[config.mk]
export PLATFORM = sky130hd
export DESIGN_NAME = zero_seq_tx_flat
export DESIGN_NICKNAME = d
export VERILOG_FILES = /design/src/rtl/zero_seq_tx_pkg.sv /design/src/rtl/zero_seq_tx_if.sv /design/src/rtl/zero_seq_tx_pat_shift_reg.sv /design/src/rtl/zero_seq_tx.sv /design/src/flat_wrapper.sv
export SDC_FILE = /design/constraint.sdc
export NUM_CORES = 1
export LEC_CHECK = 0
export CAP_MARGIN = 20
export CORE_MARGIN = 8
export CORE_UTILIZATION = 58
export DETAILED_ROUTE_END_ITERATION = 8
export PLACE_DENSITY = 0.92
export SYNTH_ARGS = -nofsm -noshare
export SYNTH_HDL_FRONTEND = slang
export SYNTH_HIERARCHICAL = 1
export SYNTH_SLANG_ARGS = --single-unit
[constraint.sdc]
create_clock -name clock -period 5.4 [get_ports clock]
set_input_delay 1.08 -clock clock [delete_from_list [all_inputs] [get_ports clock]]
set_output_delay 1.08 -clock clock [all_outputs]
set_load 0.05 [all_outputs]
[src/rtl/zero_seq_tx_pkg.sv]
// Shared definitions for the zero-sequence transmitter and its matching detectors.
package zero_seq_pkg;

  typedef enum logic [1:0] {
    S_IDLE  = 2'd0,
    S_SHIFT = 2'd1,
    S_GAP   = 2'd2,
    S_DONE  = 2'd3
  } zs_state_e;

  localparam logic       IDLE_LVL  = 1'b1;
  localparam logic [2:0] PAT_ZEROS = 3'b000;

endpackage

[src/rtl/zero_seq_tx_if.sv]
// Request/serial-line bundle between a pattern requester and zero_seq_tx.
interface zero_seq_tx_if #(
  parameter int PAT_W = 3,
  parameter int CNT_W = 4,
  parameter int GAP_W = 4
);
  logic             start;
  logic [PAT_W-1:0] pattern;
  logic [CNT_W-1:0] repeat_cnt;
  logic [GAP_W-1:0] gap_len;
  logic             out;
  logic             valid;
  logic             busy;
  logic             done;

  modport master (
    output start, pattern, repeat_cnt, gap_len,
    input  out, valid, busy, done
  );

  modport slave (
    input  start, pattern, repeat_cnt, gap_len,
    output out, valid, busy, done
  );
endinterface

[src/rtl/zero_seq_tx_pat_shift_reg.sv]
// Loadable MSB-first pattern register with a wrapping bit-index down-counter.
module pat_shift_reg #(
  parameter int PAT_W = 3
) (
  input  logic             clock,
  input  logic             reset,
  input  logic             load,
  input  logic             shift,
  input  logic [PAT_W-1:0] pattern,
  output logic             bit_nxt,
  output logic             last_bit
);
  localparam int IDX_W = (PAT_W > 2) ? $clog2(PAT_W) : 1;
  localparam logic [IDX_W-1:0] IDX_TOP = IDX_W'(PAT_W - 1);

  logic [PAT_W-1:0] pat_q, pat_nxt;
  logic [IDX_W-1:0] idx_q, idx_nxt;

  // Index wraps to the MSB after bit 0 so the next repetition is already lined up.
  always_comb begin
    pat_nxt = pat_q;
    idx_nxt = idx_q;
    if (load) begin
      pat_nxt = pattern;
      idx_nxt = IDX_TOP;
    end else if (shift) begin
      idx_nxt = (idx_q == '0) ? IDX_TOP : idx_q - 1'b1;
    end
  end

  always_ff @(posedge clock or negedge reset) begin
    if (!reset) begin
      pat_q <= '0;
      idx_q <= '0;
    end else begin
      pat_q <= pat_nxt;
      idx_q <= idx_nxt;
    end
  end

  assign bit_nxt  = pat_nxt[idx_nxt];
  assign last_bit = (idx_q == '0);
endmodule

[src/rtl/zero_seq_tx.sv]
// Serial pattern transmitter: sends a latched pattern MSB-first, repeated with idle gaps.
//   state   | meaning
//   S_IDLE  | line at idle level, waiting for start
//   S_SHIFT | driving pattern bits, valid=1
//   S_GAP   | idle level between repetitions, still busy
//   S_DONE  | one-cycle done pulse, start ignored
module zero_seq_tx #(
  parameter int   PAT_W    = 3,
  parameter int   CNT_W    = 4,
  parameter int   GAP_W    = 4,
  parameter logic IDLE_LVL = zero_seq_pkg::IDLE_LVL
) (
  input  logic         clock,
  input  logic         reset,
  zero_seq_tx_if.slave bus
);
  import zero_seq_pkg::*;

  zs_state_e        state_q, state_nxt;
  logic [CNT_W-1:0] rep_q, rep_nxt;
  logic [GAP_W-1:0] gap_len_q, gap_len_nxt;
  logic [GAP_W-1:0] gap_q, gap_nxt;
  logic             load, shift, bit_nxt, last_bit;
  logic             out_q, valid_q, busy_q, done_q;
  logic             out_nxt, valid_nxt, busy_nxt, done_nxt;

  pat_shift_reg #(.PAT_W(PAT_W)) u_shift (
    .clock    (clock),
    .reset    (reset),
    .load     (load),
    .shift    (shift),
    .pattern  (bus.pattern),
    .bit_nxt  (bit_nxt),
    .last_bit (last_bit)
  );

  always_ff @(posedge clock or negedge reset) begin
    if (!reset) begin
      state_q   <= S_IDLE;
      rep_q     <= '0;
      gap_len_q <= '0;
      gap_q     <= '0;
      out_q     <= IDLE_LVL;
      valid_q   <= 1'b0;
      busy_q    <= 1'b0;
      done_q    <= 1'b0;
    end else begin
      state_q   <= state_nxt;
      rep_q     <= rep_nxt;
      gap_len_q <= gap_len_nxt;
      gap_q     <= gap_nxt;
      out_q     <= out_nxt;
      valid_q   <= valid_nxt;
      busy_q    <= busy_nxt;
      done_q    <= done_nxt;
    end
  end

  always_comb begin
    state_nxt   = state_q;
    rep_nxt     = rep_q;
    gap_len_nxt = gap_len_q;
    gap_nxt     = gap_q;
    load        = 1'b0;
    shift       = 1'b0;
    case (state_q)
      S_IDLE: begin
        if (bus.start) begin
          load        = 1'b1;
          rep_nxt     = bus.repeat_cnt;
          gap_len_nxt = bus.gap_len;
          state_nxt   = S_SHIFT;
        end
      end
      S_SHIFT: begin
        shift = 1'b1;
        if (last_bit) begin
          if (rep_q == '0) begin
            state_nxt = S_DONE;
          end else begin
            rep_nxt = rep_q - 1'b1;
            if (gap_len_q != '0) begin
              gap_nxt   = gap_len_q;
              state_nxt = S_GAP;
            end
          end
        end
      end
      S_GAP: begin
        gap_nxt = gap_q - 1'b1;
        if (gap_q == GAP_W'(1)) state_nxt = S_SHIFT;
      end
      S_DONE:  state_nxt = S_IDLE;
      default: state_nxt = S_IDLE;
    endcase
  end

  // Outputs are decoded from the next state so they land in flops aligned with it.
  always_comb begin
    out_nxt   = IDLE_LVL;
    valid_nxt = 1'b0;
    busy_nxt  = 1'b0;
    done_nxt  = 1'b0;
    case (state_nxt)
      S_SHIFT: begin
        out_nxt   = bit_nxt;
        valid_nxt = 1'b1;
        busy_nxt  = 1'b1;
      end
      S_GAP:   busy_nxt = 1'b1;
      S_DONE:  done_nxt = 1'b1;
      default: ;
    endcase
  end

  assign bus.out   = out_q;
  assign bus.valid = valid_q;
  assign bus.busy  = busy_q;
  assign bus.done  = done_q;
endmodule

[src/flat_wrapper.sv]
// flat-port wrapper written by rule: the top's interface ports become plain ports
module zero_seq_tx_flat import zero_seq_pkg::*;
#(
  parameter int   PAT_W    = 3,
  parameter int   CNT_W    = 4,
  parameter int   GAP_W    = 4,
  parameter logic IDLE_LVL = zero_seq_pkg::IDLE_LVL
)
  (clock, reset, bus_start, bus_pattern, bus_repeat_cnt, bus_gap_len, bus_out, bus_valid, bus_busy, bus_done);
  zero_seq_tx_if #(.PAT_W(PAT_W), .CNT_W(CNT_W), .GAP_W(GAP_W)) bus_i ();
  input  logic clock;
  input  logic reset;
  input wire logic [$bits(bus_i.start)-1:0] bus_start;
  input wire logic [$bits(bus_i.pattern)-1:0] bus_pattern;
  input wire logic [$bits(bus_i.repeat_cnt)-1:0] bus_repeat_cnt;
  input wire logic [$bits(bus_i.gap_len)-1:0] bus_gap_len;
  output wire logic [$bits(bus_i.out)-1:0] bus_out;
  output wire logic [$bits(bus_i.valid)-1:0] bus_valid;
  output wire logic [$bits(bus_i.busy)-1:0] bus_busy;
  output wire logic [$bits(bus_i.done)-1:0] bus_done;
  assign bus_i.start = bus_start;
  assign bus_i.pattern = bus_pattern;
  assign bus_i.repeat_cnt = bus_repeat_cnt;
  assign bus_i.gap_len = bus_gap_len;
  assign bus_out = bus_i.out;
  assign bus_valid = bus_i.valid;
  assign bus_busy = bus_i.busy;
  assign bus_done = bus_i.done;
  zero_seq_tx #(.PAT_W(PAT_W), .CNT_W(CNT_W), .GAP_W(GAP_W), .IDLE_LVL(IDLE_LVL)) u_core (.clock(clock), .reset(reset), .bus(bus_i));
endmodule
=== Word-level counts from Yosys, hierarchy flattened ===
Index checks and enable logic that the tools add are counted.

* Add/subtract/negate cells: 3
* $lt $le $gt $ge: 1
* Eq/ne operators: 11
* Multiplexer cells: 27
* Reduce and logical (&&, ||, !) cells: 10

{| class="wikitable"
|+ Operators by type and width
! cell !! count
|-
| 2-to-1 mux 4 bit || 6
|-
| 2-to-1 mux 2 bit || 8
|-
| case mux 4 bit (2 select lines) || 2
|-
| == test 2 bit, second input constant || 4
|-
| 2-to-1 mux 1 bit || 8
|-
| case mux 2 bit (4 select lines) || 1
|-
| AND reduction 4 bit || 2
|-
| subtractor 4 x 1 -> 4 bit, second input constant || 2
|-
| == test 2 x 1 -> 1 bit, second input constant || 2
|-
| == test 4 x 1 -> 1 bit, second input constant || 1
|-
| logical NOT 2 bit || 2
|-
| logical NOT 4 bit || 1
|-
| inequality test 2 x 1 -> 1 bit, second input constant || 2
|-
| inequality test 2 bit, second input constant || 2
|-
| nonzero test 2 bit || 2
|-
| nonzero test 4 bit || 1
|-
| less-than comparator 2 x 3 -> 1 bit, second input constant || 1
|-
| 2-to-1 mux 3 bit || 1
|-
| binary-select mux 1 bit (select 2 bit) || 1
|-
| AND reduction 2 bit || 1
|-
| OR reduction 2 bit || 1
|-
| subtractor 2 x 1 -> 2 bit, second input constant || 1
|}

* Register bits: 23
* Bits of input ports: 14
* Logic and storage cells: 62

=== Depth between registers and ports, before layout ===
* Word-level depth: 8
* Depth in mapped cells: 7
* Depth with buffers taken out: 7

=== Hierarchy ===
The synthesis kept the hierarchy.

{| class="wikitable"
|+ By module, submodules not included
! module !! instances !! cells each !! area each (µm²)
|-
| zero_seq_tx || 1 || 97 || 1057.3
|-
| pat_shift_reg || 1 || 24 || 282.8
|}

=== Least setup slack after synthesis ===
Ideal clock, no wire load.

* Path type: input-to-reg
* Start: input port bus_start
* End: register u_core.out_q (netlist: u_core/bus.out)
* Library setup time: 0.080 ns
* Arrival time: 2.251 ns
* Data required time: 5.320 ns
* Slack: 3.070 ns
* Cell stages on the path: 5
* Path through: nor3b_4 -> buf_6 -> or4_1 -> a32o_1 -> nand2b_1

* Longest elaborated chain between the ends: 6

{| class="wikitable"
|+ Ends and longest elaborated chain
! what !! line !! source
|-
| from (decl) || flat_wrapper.sv:13 || <nowiki>input wire logic [$bits(bus_i.start)-1:0] bus_start;</nowiki>
|-
| 2-to-1 mux 1 bit (*) || zero_seq_tx.sv:68 || <nowiki>if (bus.start) begin</nowiki>
|-
| 2-to-1 mux 1 bit (*) || zero_seq_tx.sv:66 || <nowiki>case (state_q)</nowiki>
|-
| 2-to-1 mux 3 bit / 2-to-1 mux 2 bit (equally long branches) || zero_seq_tx_pat_shift_reg.sv:23 || <nowiki>if (load) begin</nowiki>
|-
| binary-select mux 1 bit (select 2 bit) (*) || zero_seq_tx_pat_shift_reg.sv:41 || <nowiki>assign bit_nxt = pat_nxt[idx_nxt];</nowiki>
|-
| 2-to-1 mux 1 bit (not written as such) (*) || zero_seq_tx_pat_shift_reg.sv:41 ||
|-
| net u_core.bit_nxt || zero_seq_tx.sv:23 || <nowiki>logic load, shift, bit_nxt, last_bit;</nowiki>
|-
| 2-to-1 mux 1 bit (*) || zero_seq_tx.sv:104 || <nowiki>case (state_nxt)</nowiki>
|-
| net u_core.out_nxt || zero_seq_tx.sv:25 || <nowiki>logic out_nxt, valid_nxt, busy_nxt, done_nxt;</nowiki>
|-
| to (signal assigned) || zero_seq_tx.sv:52 || <nowiki>out_q <= out_nxt;</nowiki>
|-
| to (decl) || zero_seq_tx.sv:24 || <nowiki>logic out_q, valid_q, busy_q, done_q;</nowiki>
|}

The timed path passes the listed nets; every way through them passes the cells marked *. The select of a mux whose other input is x is not followed.
A chain may end at the register's enable or synchronous reset.

=== Worst setup path after layout ===
* Start: input port bus_start
* End: register u_core.out_q (netlist: u_core/bus.out)

* Longest elaborated chain between the ends: 6

{| class="wikitable"
|+ Ends and longest elaborated chain
! what !! line
|-
| 2-to-1 mux 1 bit (*) || zero_seq_tx.sv:68
|-
| 2-to-1 mux 1 bit (*) || zero_seq_tx.sv:66
|-
| net u_core.load || zero_seq_tx.sv:23
|-
| 2-to-1 mux 3 bit / 2-to-1 mux 2 bit (equally long branches) || zero_seq_tx_pat_shift_reg.sv:23
|-
| binary-select mux 1 bit (select 2 bit) (*) || zero_seq_tx_pat_shift_reg.sv:41
|-
| 2-to-1 mux 1 bit (not written as such) (*) || zero_seq_tx_pat_shift_reg.sv:41
|-
| net u_core.bit_nxt || zero_seq_tx.sv:23
|-
| 2-to-1 mux 1 bit (*) || zero_seq_tx.sv:104
|-
| net u_core.out_nxt || zero_seq_tx.sv:25
|}

Marked as above.

==> impl_metrics.py <==
metrics = {
    "sta": {
        "finalSetupViolCount": 0,
        "period_minus_slack_ns": 2.95,
        "tightest_slew_ns": 0.742,
        "fin_crit_sh_pct": 54.6,
        "maxSlewHeadroom_pct": 50.5,
        "fmax_mhz": 339,
        "rsz0062_at_grt": "no",
        "tns_ns": 0,
        "slew_viol_final": 0,
        "fin_worst_skew_ns": 0.00324,
        "hold_violations": 0,
        "hold_ws_ns": 0.509,
    },
    "global_route": {
        "grt_max_degree": 24,
        "antenna_found_initial": 0,
        "grt-ovfl-total": 0,
        "grt_pass1_wl_mm": 4.62,
        "grt_usage_pct": 13.6,
        "grt_pass1_vias": 1047,
    },
    "critical_path": {
        "cp_cell_sequence": "clkdlybuf4s50_1, nor3b_4, mux2i_1, o31ai_1, a32o_1, nand2b_1",
        "critPathMaxFanout": 17,
        "slowest_delay_ns": 0.68,
        "cp_data_required_time_ns": 5.66,
        "slowest_stage": "nor3b_4",
        "crit_path_end_kind": "flip-flop",
        "startpoint_type": "primary input",
        "crit_buf_inv": 1,
        "crit_family": "simple AND/OR/NAND/NOR gates",
        "cp_data_arrival_time_ns": 3.21,
        "critPathKind": "primary input to flip-flop",
    },
    "power_and_ir_drop": {
        "leakagePower_nw": 0.673,
        "vdd_drop_max_v": 0.000420,
        "power.density_nw_per_um2": 581,
    },
    "status": {
        "status": "finished clean",
    },
    "clock_tree": {
        "clockBufferDepth": 2,
        "holdBufCountCts": 0,
        "clk_pin_slew_ns": 0.12,
        "cts_resized": 0,
        "cts_made_buffers": 3,
        "clock_sinks": 23,
        "h-tree-depth": 1,
        "clk_latency_ns": 0.31,
        "cts_root_buf": "clkbuf_4",
        "tritoncts": "yes",
        "post_cts_buffers": 0,
    },
    "synthesis": {
        "synth-main-ff-cell": "dfrtp_1",
        "async_reset_ff_share_pct": 100,
        "ys_ff_latch": 23,
        "yosysMostFrequentCell": "dfrtp_1",
        "synth_edf_count": 0,
        "syn_area_um2": 1340,
        "yosysSeqAreaShare_pct": 43.0,
        "netlist_instances": 121,
        "yosysTopAreaCellShare_pct": 41.1,
        "yosys_warnings": 6,
        "yosys-top-cells-count": "22 x dfrtp_1, 13 x inv_1, 8 x ha_1",
        "avgSynthCellArea_um2": 11.1,
        "yosysTopAreaCell": "dfrtp_1",
        "synth_cell_type_count": 54,
        "syn-num-nets": 143,
        "synth_area_leaders": "dfrtp_1 41%, ha_1 7.5%, inv_1 3.6%",
    },
    "placement": {
        "io_buffers": 17,
        "gp_congestion": 0.852,
        "hpwl_mm": 2.00,
        "dp.cells": 162,
    },
    "final_layout": {
        "final_nets": 162,
        "multi_input_area_um2": 689,
        "n_fill_cell": 156,
        "seq_area_um2": 577,
        "area_growth_syn_to_layout_pct": 17.5,
        "antennaDiodeCount": 0,
        "fin_cells": 167,
        "drive_gt1_share_pct": 10.1,
    },
    "route": {
        "wl_mm": 2.80,
        "via_per_inst": 6.14,
        "vias": 1026,
        "ant_nets": 0,
        "initialDrtViolationCount": 51,
        "first_pass_iters": 4,
        "drc_errors": 0,
        "wl_per_cell_um": 16.7,
    },
    "die": {
        "die-width_um": 64.1,
        "io_pins": 18,
        "initial_utilization_pct": 61.2,
        "die_h_um": 64.1,
        "die_area_um2": 4100,
        "core_area_um2": 2190,
        "rows": 17,
    },
    "min_path": {
        "min_path_type": "flip-flop to flip-flop",
    },
    "job": {
        "max_cap_violations": 0,
    },
}
## metal layers
| metal | wire [µm] | GRT usage [%] | up-vias |
|---|---|---|---|
| li1 | - | - | 485 |
| met1 | 1180 | 16.3 | 505 |
| met2 | 1420 | 23.0 | 29 |
| met3 | 144 | 2.61 | 7 |
| met4 | 54 | 6.13 | 0 |
| met5 | 0 | 0 | - |
## sequential cells by signal, summed over array words and instances (netlist names)
| signal | cells |
|---|---|
| u_core/bus.out | 1 |
| u_core/gap_len_q | 4 |
| u_core/gap_q | 4 |
| u_core/bus.busy | 1 |
| u_core/bus.done | 1 |
| u_core/rep_q | 4 |
| u_core/u_shift/pat_q | 3 |
| u_core/bus.valid | 1 |
| u_core/u_shift/idx_q | 2 |
| u_core/state_q | 2 |
## worst paths after layout
kind | cells after the start | slack (ns) | to | startpoint
setup / recovery | 6 | 2.45 | u_core/bus.out$_DFF_PN1_ | bus_start
hold / removal | 1 | 0.51 | u_core/u_shift/pat_q[1]$_DFF_PN0_ | u_core/u_shift/pat_q[1]$_DFF_PN0_
setup reg to reg | 5 | 3.15 | u_core/bus.out$_DFF_PN1_ | u_core/state_q[0]$_DFF_PN0_
hold reg to reg | 1 | 0.51 | u_core/u_shift/pat_q[1]$_DFF_PN0_ | u_core/u_shift/pat_q[1]$_DFF_PN0_
max in group asynchronous | 2 | 3.87 | u_core/bus.out$_DFF_PN1_ | reset
min in group asynchronous | 1 | 1.04 | u_core/rep_q[0]$_DFFE_PN0P_ | reset
## layout make-up
type	instances	share of cell area (%)
inverter	13	3.10
clock buffer	4	1.67
tap	28	2.23
sequential	23	36.6
multi-input combinational	81	43.8
timing repair buffer	18	12.6
## stage by stage
stage	cell area, µm²	setup WS, ns	power, mW	utilization, %
5_1_grt	1570	2.32	0.980	71.8
6_report	1570	2.45	0.915	71.8
2_1_floorplan	1340	3.07	0.710	-
4_1_cts	1550	2.47	0.910	70.6
3_5_place_dp	1520	2.13	0.831	69.4
3_3_place_gp	1520	2.27	0.799	69.4
## kinds of logic (layout without fill, tap and decap cells)
kind of cell               count (synthesis)  count (layout)  synth area share (%)
xor gates and xnor gates                   2               2                  1.31
muxes                                      8               8                  6.44
and+or+nand+nor                           39              39                  21.4
adders and majority gates                  8               8                  7.47
DFF                                       23              23                  43.0
AOI/OAI and AO/OA                         24              24                  14.8
buffers and inverters                     17              35                  5.51
## report_power, final
group	switching, mW	internal, mW
Clock	0.0517	0.0289
Combinational	0.262	0.221
Sequential	0.0932	0.259
## layout by cell type (no fill, tap or decap), drive strengths merged, types with 3 or more instances in the layout
cell type	count
dfrtp	22
clkbuf	4
nor3	3
nor3b	3
nor2b	4
ha	8
nor4	4
o21ai	3
nand2	4
or3	3
mux2i	3
mux2	5
inv	13
clkdlybuf4s50	17
No activity file was read; power rests on OpenSTA's default activity.
